$ cat src/rtl/hazard_ctrl_if.sv
// Hazard interface between the decoder/pipeline and the hazard controller.
// master: pipeline side. It drives the D-stage operand and destination info,
//         and it consumes the stall, the forwarding selects and W_A3.
// slave : hazard_ctrl.
interface hazard_ctrl_if #(
    parameter int AW = 5,
    parameter int TW = 2
);
    logic [AW-1:0] D_rs;
    logic [AW-1:0] D_rt;
    logic [TW-1:0] Tuse_rs;
    logic [TW-1:0] Tuse_rt;
    logic [AW-1:0] D_A3;
    logic [TW-1:0] D_Tnew;
    logic          stall;
    logic [1:0]    fwd_D_rs;
    logic [1:0]    fwd_D_rt;
    logic [1:0]    fwd_E_rs;
    logic [1:0]    fwd_E_rt;
    logic          fwd_M_rt;
    logic [AW-1:0] W_A3;

    modport master (
        output D_rs, D_rt, Tuse_rs, Tuse_rt, D_A3, D_Tnew,
        input  stall, fwd_D_rs, fwd_D_rt, fwd_E_rs, fwd_E_rt, fwd_M_rt, W_A3
    );

    modport slave (
        input  D_rs, D_rt, Tuse_rs, Tuse_rt, D_A3, D_Tnew,
        output stall, fwd_D_rs, fwd_D_rt, fwd_E_rs, fwd_E_rt, fwd_M_rt, W_A3
    );
endinterface

$ cat src/rtl/hazard_ctrl.sv
// hazard_ctrl: stall and forwarding control for a five-stage pipeline.
// This block tracks the A3, source registers and Tnew of each instruction in E, M and W.
// From that state it derives:
//   stall            - freeze PC/D, bubble into E
//   fwd_D_rs/rt      - 0 GRF, 1 from E, 2 from M
//   fwd_E_rs/rt      - 0 pipeline reg, 1 from M, 2 from W
//   fwd_M_rt         - 0 pipeline reg, 1 from W
//   W_A3             - GRF write address
// Ports:
//   clk   - rising-edge clock
//   reset - asynchronous reset, active low
//   hz    - hazard_ctrl_if slave modport

// Per-source-operand hazard check. The rs and rt operands each get one instance.
module hazard_src #(
    parameter int AW = 5,
    parameter int TW = 2
) (
    input  logic [AW-1:0] d_src,
    input  logic [TW-1:0] tuse,
    input  logic [AW-1:0] e_src,
    input  logic [AW-1:0] e_a3,
    input  logic [TW-1:0] e_tnew,
    input  logic [AW-1:0] m_a3,
    input  logic [TW-1:0] m_tnew,
    input  logic [AW-1:0] w_a3,
    output logic          stall,
    output logic [1:0]    fwd_d,
    output logic [1:0]    fwd_e
);
    logic d_hit_e, d_hit_m, e_hit_m, e_hit_w;

    // $0 is never a real producer. A nonzero source that matches implies a
    // nonzero A3.
    assign d_hit_e = (d_src != '0) && (e_a3 == d_src);
    assign d_hit_m = (d_src != '0) && (m_a3 == d_src);
    assign e_hit_m = (e_src != '0) && (m_a3 == e_src);
    assign e_hit_w = (e_src != '0) && (w_a3 == e_src);

    always_comb begin
        stall = (d_hit_e && (tuse < e_tnew)) || (d_hit_m && (tuse < m_tnew));

        // The nearest stage that is already producing wins.
        fwd_d = 2'd0;
        if (d_hit_e && e_tnew == '0)      fwd_d = 2'd1;
        else if (d_hit_m && m_tnew == '0) fwd_d = 2'd2;

        // W always has Tnew=0, so a match in W is always ready.
        fwd_e = 2'd0;
        if (e_hit_m && m_tnew == '0) fwd_e = 2'd1;
        else if (e_hit_w)            fwd_e = 2'd2;
    end
endmodule

module hazard_ctrl #(
    parameter int AW = 5,
    parameter int TW = 2
) (
    input logic         clk,
    input logic         reset,
    hazard_ctrl_if.slave hz
);
    logic [AW-1:0] E_rs, E_rt, E_A3, M_rt, M_A3, W_A3;
    logic [TW-1:0] E_Tnew, M_Tnew;

    // Index 0 holds rs and index 1 holds rt.
    logic [1:0][AW-1:0] d_src, e_src;
    logic [1:0][TW-1:0] tuse;
    logic [1:0]         stall_src;
    logic [1:0][1:0]    fwd_d, fwd_e;

    assign d_src = {hz.D_rt, hz.D_rs};
    assign e_src = {E_rt, E_rs};
    assign tuse  = {hz.Tuse_rt, hz.Tuse_rs};

    for (genvar g = 0; g < 2; g++) begin : g_src
        hazard_src #(.AW(AW), .TW(TW)) u_src (
            .d_src  (d_src[g]),
            .tuse   (tuse[g]),
            .e_src  (e_src[g]),
            .e_a3   (E_A3),
            .e_tnew (E_Tnew),
            .m_a3   (M_A3),
            .m_tnew (M_Tnew),
            .w_a3   (W_A3),
            .stall  (stall_src[g]),
            .fwd_d  (fwd_d[g]),
            .fwd_e  (fwd_e[g])
        );
    end

    logic stall;
    assign stall       = |stall_src;
    assign hz.stall    = stall;
    assign hz.fwd_D_rs = fwd_d[0];
    assign hz.fwd_D_rt = fwd_d[1];
    assign hz.fwd_E_rs = fwd_e[0];
    assign hz.fwd_E_rt = fwd_e[1];
    assign hz.fwd_M_rt = (W_A3 != '0) && (W_A3 == M_rt);
    assign hz.W_A3     = W_A3;

    // Tnew drops by one per stage and saturates at 0.
    logic [TW-1:0] e_tnew_dec;
    assign e_tnew_dec = (E_Tnew == '0) ? '0 : E_Tnew - TW'(1);

    always_ff @(posedge clk or negedge reset) begin
        if (!reset) begin
            E_rs   <= '0;
            E_rt   <= '0;
            E_A3   <= '0;
            E_Tnew <= '0;
            M_rt   <= '0;
            M_A3   <= '0;
            M_Tnew <= '0;
            W_A3   <= '0;
        end else begin
            // On a stall, a bubble enters E. M and W keep advancing.
            if (stall) begin
                E_rs   <= '0;
                E_rt   <= '0;
                E_A3   <= '0;
                E_Tnew <= '0;
            end else begin
                E_rs   <= hz.D_rs;
                E_rt   <= hz.D_rt;
                E_A3   <= hz.D_A3;
                E_Tnew <= hz.D_Tnew;
            end
            M_rt   <= E_rt;
            M_A3   <= E_A3;
            M_Tnew <= e_tnew_dec;
            W_A3   <= M_A3;
        end
    end
endmodule

$ cat src/flat_wrapper.sv
// flat-port wrapper written by rule: the top's interface ports become plain ports
module hazard_ctrl_flat 
#(
    parameter int AW = 5,
    parameter int TW = 2
)
  (clk, reset, hz_D_rs, hz_D_rt, hz_Tuse_rs, hz_Tuse_rt, hz_D_A3, hz_D_Tnew, hz_stall, hz_fwd_D_rs, hz_fwd_D_rt, hz_fwd_E_rs, hz_fwd_E_rt, hz_fwd_M_rt, hz_W_A3);
  hazard_ctrl_if #(.AW(AW), .TW(TW)) hz_i ();
  input logic clk;
  input logic reset;
  input wire logic [$bits(hz_i.D_rs)-1:0] hz_D_rs;
  input wire logic [$bits(hz_i.D_rt)-1:0] hz_D_rt;
  input wire logic [$bits(hz_i.Tuse_rs)-1:0] hz_Tuse_rs;
  input wire logic [$bits(hz_i.Tuse_rt)-1:0] hz_Tuse_rt;
  input wire logic [$bits(hz_i.D_A3)-1:0] hz_D_A3;
  input wire logic [$bits(hz_i.D_Tnew)-1:0] hz_D_Tnew;
  output wire logic [$bits(hz_i.stall)-1:0] hz_stall;
  output wire logic [$bits(hz_i.fwd_D_rs)-1:0] hz_fwd_D_rs;
  output wire logic [$bits(hz_i.fwd_D_rt)-1:0] hz_fwd_D_rt;
  output wire logic [$bits(hz_i.fwd_E_rs)-1:0] hz_fwd_E_rs;
  output wire logic [$bits(hz_i.fwd_E_rt)-1:0] hz_fwd_E_rt;
  output wire logic [$bits(hz_i.fwd_M_rt)-1:0] hz_fwd_M_rt;
  output wire logic [$bits(hz_i.W_A3)-1:0] hz_W_A3;
  assign hz_i.D_rs = hz_D_rs;
  assign hz_i.D_rt = hz_D_rt;
  assign hz_i.Tuse_rs = hz_Tuse_rs;
  assign hz_i.Tuse_rt = hz_Tuse_rt;
  assign hz_i.D_A3 = hz_D_A3;
  assign hz_i.D_Tnew = hz_D_Tnew;
  assign hz_stall = hz_i.stall;
  assign hz_fwd_D_rs = hz_i.fwd_D_rs;
  assign hz_fwd_D_rt = hz_i.fwd_D_rt;
  assign hz_fwd_E_rs = hz_i.fwd_E_rs;
  assign hz_fwd_E_rt = hz_i.fwd_E_rt;
  assign hz_fwd_M_rt = hz_i.fwd_M_rt;
  assign hz_W_A3 = hz_i.W_A3;
  hazard_ctrl #(.AW(AW), .TW(TW)) u_core (.clk(clk), .reset(reset), .hz(hz_i));
endmodule
$ cat config.mk
export PLATFORM = sky130hd
export DESIGN_NAME = hazard_ctrl_flat
export DESIGN_NICKNAME = d
export VERILOG_FILES = /design/src/rtl/hazard_ctrl_if.sv /design/src/rtl/hazard_ctrl.sv /design/src/flat_wrapper.sv
export SDC_FILE = /design/constraint.sdc
export NUM_CORES = 1
export LEC_CHECK = 0
export ABC_AREA = 0
export CORE_MARGIN = 8
export CORE_UTILIZATION = 50
export CTS_CLUSTER_DIAMETER = 30
export DETAILED_ROUTE_END_ITERATION = 10
export GPL_TIMING_DRIVEN = 1
export PLACE_DENSITY = 0.79
export SETUP_SLACK_MARGIN = 0.1
export SYNTH_ARGS = -nofsm -noshare
export SYNTH_HDL_FRONTEND = slang
export SYNTH_HIERARCHICAL = 1
export SYNTH_SLANG_ARGS = --single-unit
$ cat constraint.sdc
create_clock -name clk -period 2.74 [get_ports clk]
set_input_delay 0.548 -clock clk [delete_from_list [all_inputs] [get_ports clk]]
set_output_delay 0.548 -clock clk [all_outputs]
set_load 0.03 [all_outputs]
==> impl_results.md <==
* CTS Root Cell: clkbuf_4
* Min-delay worst type: reg -> reg
* DRT Pass-1 Iters at 4
* Most area-consuming cells after synthesis: dfrtp_1, xor2_1, xnor2_1
* Placed Area at 2330 um^2
* Clock Skews at 0.00941 ns
* Layout Utilization at 68.6%
* Critical path required time at roughly 2.2 ns
* DR WL met3 at 224 um
* Final setup violation count at 0
* Core Footprint at 3550 um^2
* Crit-path cells: buf_8 > or4_4 > o211ai_1 > nor4_4 > a2111oi_4 > buf_4
* PD cells at 483 nW/um^2
* Synth Warn # at 6
* Total chip power at 1180 uW
* Syn_area_per_cell at 11.8 um^2
* CTS Buf Count at 5
* Wl on met1 at 1710 um
* Crit Path Class: in -> out
* EDFF count, synth at 0
* RePlAce Congestion at 0.810
* Post-synth top area cell: dfrtp_1
* Setup Slack @ Placement at -0.314 ns
* Post-synth ARST share at 100%
* Vias at 1350
* Gate Count Post-Synth at 153
* CP endpoint kind: output port
* Initial drt markers at 48
* Wire length of the first global-routing pass at 6970 um
* Area Overhead vs Synth at 35.3%
* Max cap viols at 0
* Finished layout cell area at about 2400 um^2
* Final routed DRC violation total at 0
* Gr usage total at 14.8%
* I/O pin total at 38
* Vias per inst at 5.06
* Overflow after GRT at 0
* Highest routed metal layer: met4
* Top cell type's share of synthesized area at 47.2%
* Starting Density at 50.7%
* Clk slew on worst S/H paths at 0.09 ns
* Worst Setup Start Kind: input port
* FF-to-FF path depth at 7
* Die area at 5780 um^2
* Layout cells sized above 1 at 31.5%
* DR WL met2 at 2210 um
* Period minus WS final at 2.69 ns
* Ant. Diodes at 0
* CP Max Fanout at 3
* ANT nets after route at 0
* Clock latency on the worst-skew pair at 0.34 ns
* H-tree levels at 2
* Ys flop type: dfrtp_1
* Nets@finish at 246
* Vias in the first global route at 1478
* Max Fclk at between 0.3 and 0.4 GHz
* Fillers at 263
* Crit-path max cell delay at 0.53 ns
* Max Slew Vio Count at 0
* Leakage at roughly 0.0010 uW
* Hold Vio Cnt, Final at 0
* Peak VDD IR at about 0.00037 V
* DRT Wirelength at 4190 um
* Final period util at 98.3%
* Result of the run: complete, no violations
* Synth unique cells at 25
* Slowest CP cell: or4_4
* DR WL/cell at around 16 um
* Cell family with most CP delay: compound AO/OA/AOI/OAI gates
* Slew HR at just over 70%
* I/O Buffers at 37
* Data arrival time of the worst path at 2.14 ns
* Mapped Nets at 180
* Initial antenna violation count at 0
* Post-DP HPWL at 3140 um
* Number of cell rows at 22
* Die X at about 76 um
* CTS Sinks at 34
* Largest net degree at the start of global routing at 35
* CTS tree: built
* Synthesis-stage register bit count at 34
* Max clock buf depth at 2
* Crit. path cell count at 6
* Post-synthesis sequential area ratio at 47.2%
* Chip Height at 76.0 um
* Cell area after synthesis at 1800 um^2
* RSZ-0062 raised after global routing: yes
* Slew @ Worst Pin at 0.415 ns
* Final setup margin at 0.0473 ns
* Hold depth at 0
* Critical path buffers and inverters at 2
==> synthesized netlist by cell type (3+ instances only) <==
cell      number
nand4_1        3
nor2_1         5
o211ai_1       4
inv_1          5
nand2b_1       4
and2_1        20
xor2_1        24
dfrtp_1       34
or4_1          6
ha_1           4
a21oi_1        3
xnor2_1       20
==> power by group <==
group          internal, uW  switching, uW  total [uW]
Combinational           163            150         313
Clock                  92.1            163         255
Sequential              547           61.6         609
Total                   803            374        1180
==> kinds of logic (layout without fill, tap and decap cells) <==
group | count (synthesis) | after routing | share of synthesized area (%)
buf+inv | 6 | 72 | 1.67
flops | 34 | 34 | 47.2
compound gates | 14 | 14 | 8.26
xor+xnor | 44 | 44 | 21.4
simple gates | 51 | 51 | 18.7
fa+ha+maj | 4 | 4 | 2.78
==> area by class of cell <==
cell class / count / area [um^2] / share of cell area [%]
tap: 48 / 60.1 / 2.46
inverter: 5 / 18.8 / 0.770
multi-input combinational: 113 / 962 / 39.5
sequential: 34 / 858 / 35.2
clock buffer: 5 / 37.5 / 1.54
clock inverter: 2 / 10.0 / 0.411
timing repair buffer: 60 / 490 / 20.1
==> registers in the layout (all words and copies together) (netlist names) <==
signal          flops
u_core/M_A3         5
u_core/E_A3         5
u_core/E_rs         5
u_core/E_Tnew       2
u_core/hz.W_A3      5
u_core/E_rt         5
u_core/M_rt         5
u_core/M_Tnew       2
==> layer usage <==
| metal | vias up | global-route usage (%) |
|---|---|---|
| li1 | 654 | - |
| met1 | 657 | 15.4 |
| met2 | 33 | 25.7 |
| met3 | 6 | 6.13 |
| met4 | 0 | 5.69 |
| met5 | - | 0 |
==> repair_timing <==
item | CTS | global route
setup endpoints to repair | 9 | 7
pin swaps | 12 | 12
gates cloned | 0 | 0
hold buffers | 0 | 0
buffers inserted | 2 | 6
gates resized for setup | 55 | 20
==> stage by stage <==
stage | instances | hold slack (ns) | TNS (ns)
after floorplan | 153 | 0.252 | 0
after global placement | 252 | 0.438 | -0.880
after detailed placement | 252 | 0.439 | -1.06
after CTS | 261 | 0.457 | 0
after global routing | 267 | 0.455 | -0.0312
final | 267 | 0.456 | 0
==> final timing paths <==
check / startpoint / slack [ns] / to
min reg2reg: u_core/E_A3[0] / 0.46 / u_core/M_A3[0]
max in group asynchronous: reset / 1.81 / u_core/hz.W_A3[1]
max reg2reg: u_core/M_A3[1] / 0.75 / u_core/E_rs[2]
max: hz_D_rs[1] / 0.05 / hz_fwd_D_rs[1]
min in group asynchronous: reset / 0.60 / u_core/E_A3[4]
min: u_core/E_A3[0] / 0.46 / u_core/M_A3[0]
==> cells in the final DEF (no fill, tap or decap), drive strengths merged, types with 2 or more instances in the layout <==
master,n
a2111oi,2
a21o,2
a21oi,3
and2,20
buf,37
clkbuf,9
clkdlybuf4s50,18
clkinv,2
dfrtp,34
ha,4
inv,5
nand2b,4
nand4,3
nor2,6
nor3,2
nor4,4
o211ai,4
o2bb2ai,2
or3,2
or4,8
xnor2,20
xor2,24
(Power assumes the default switching activity.)
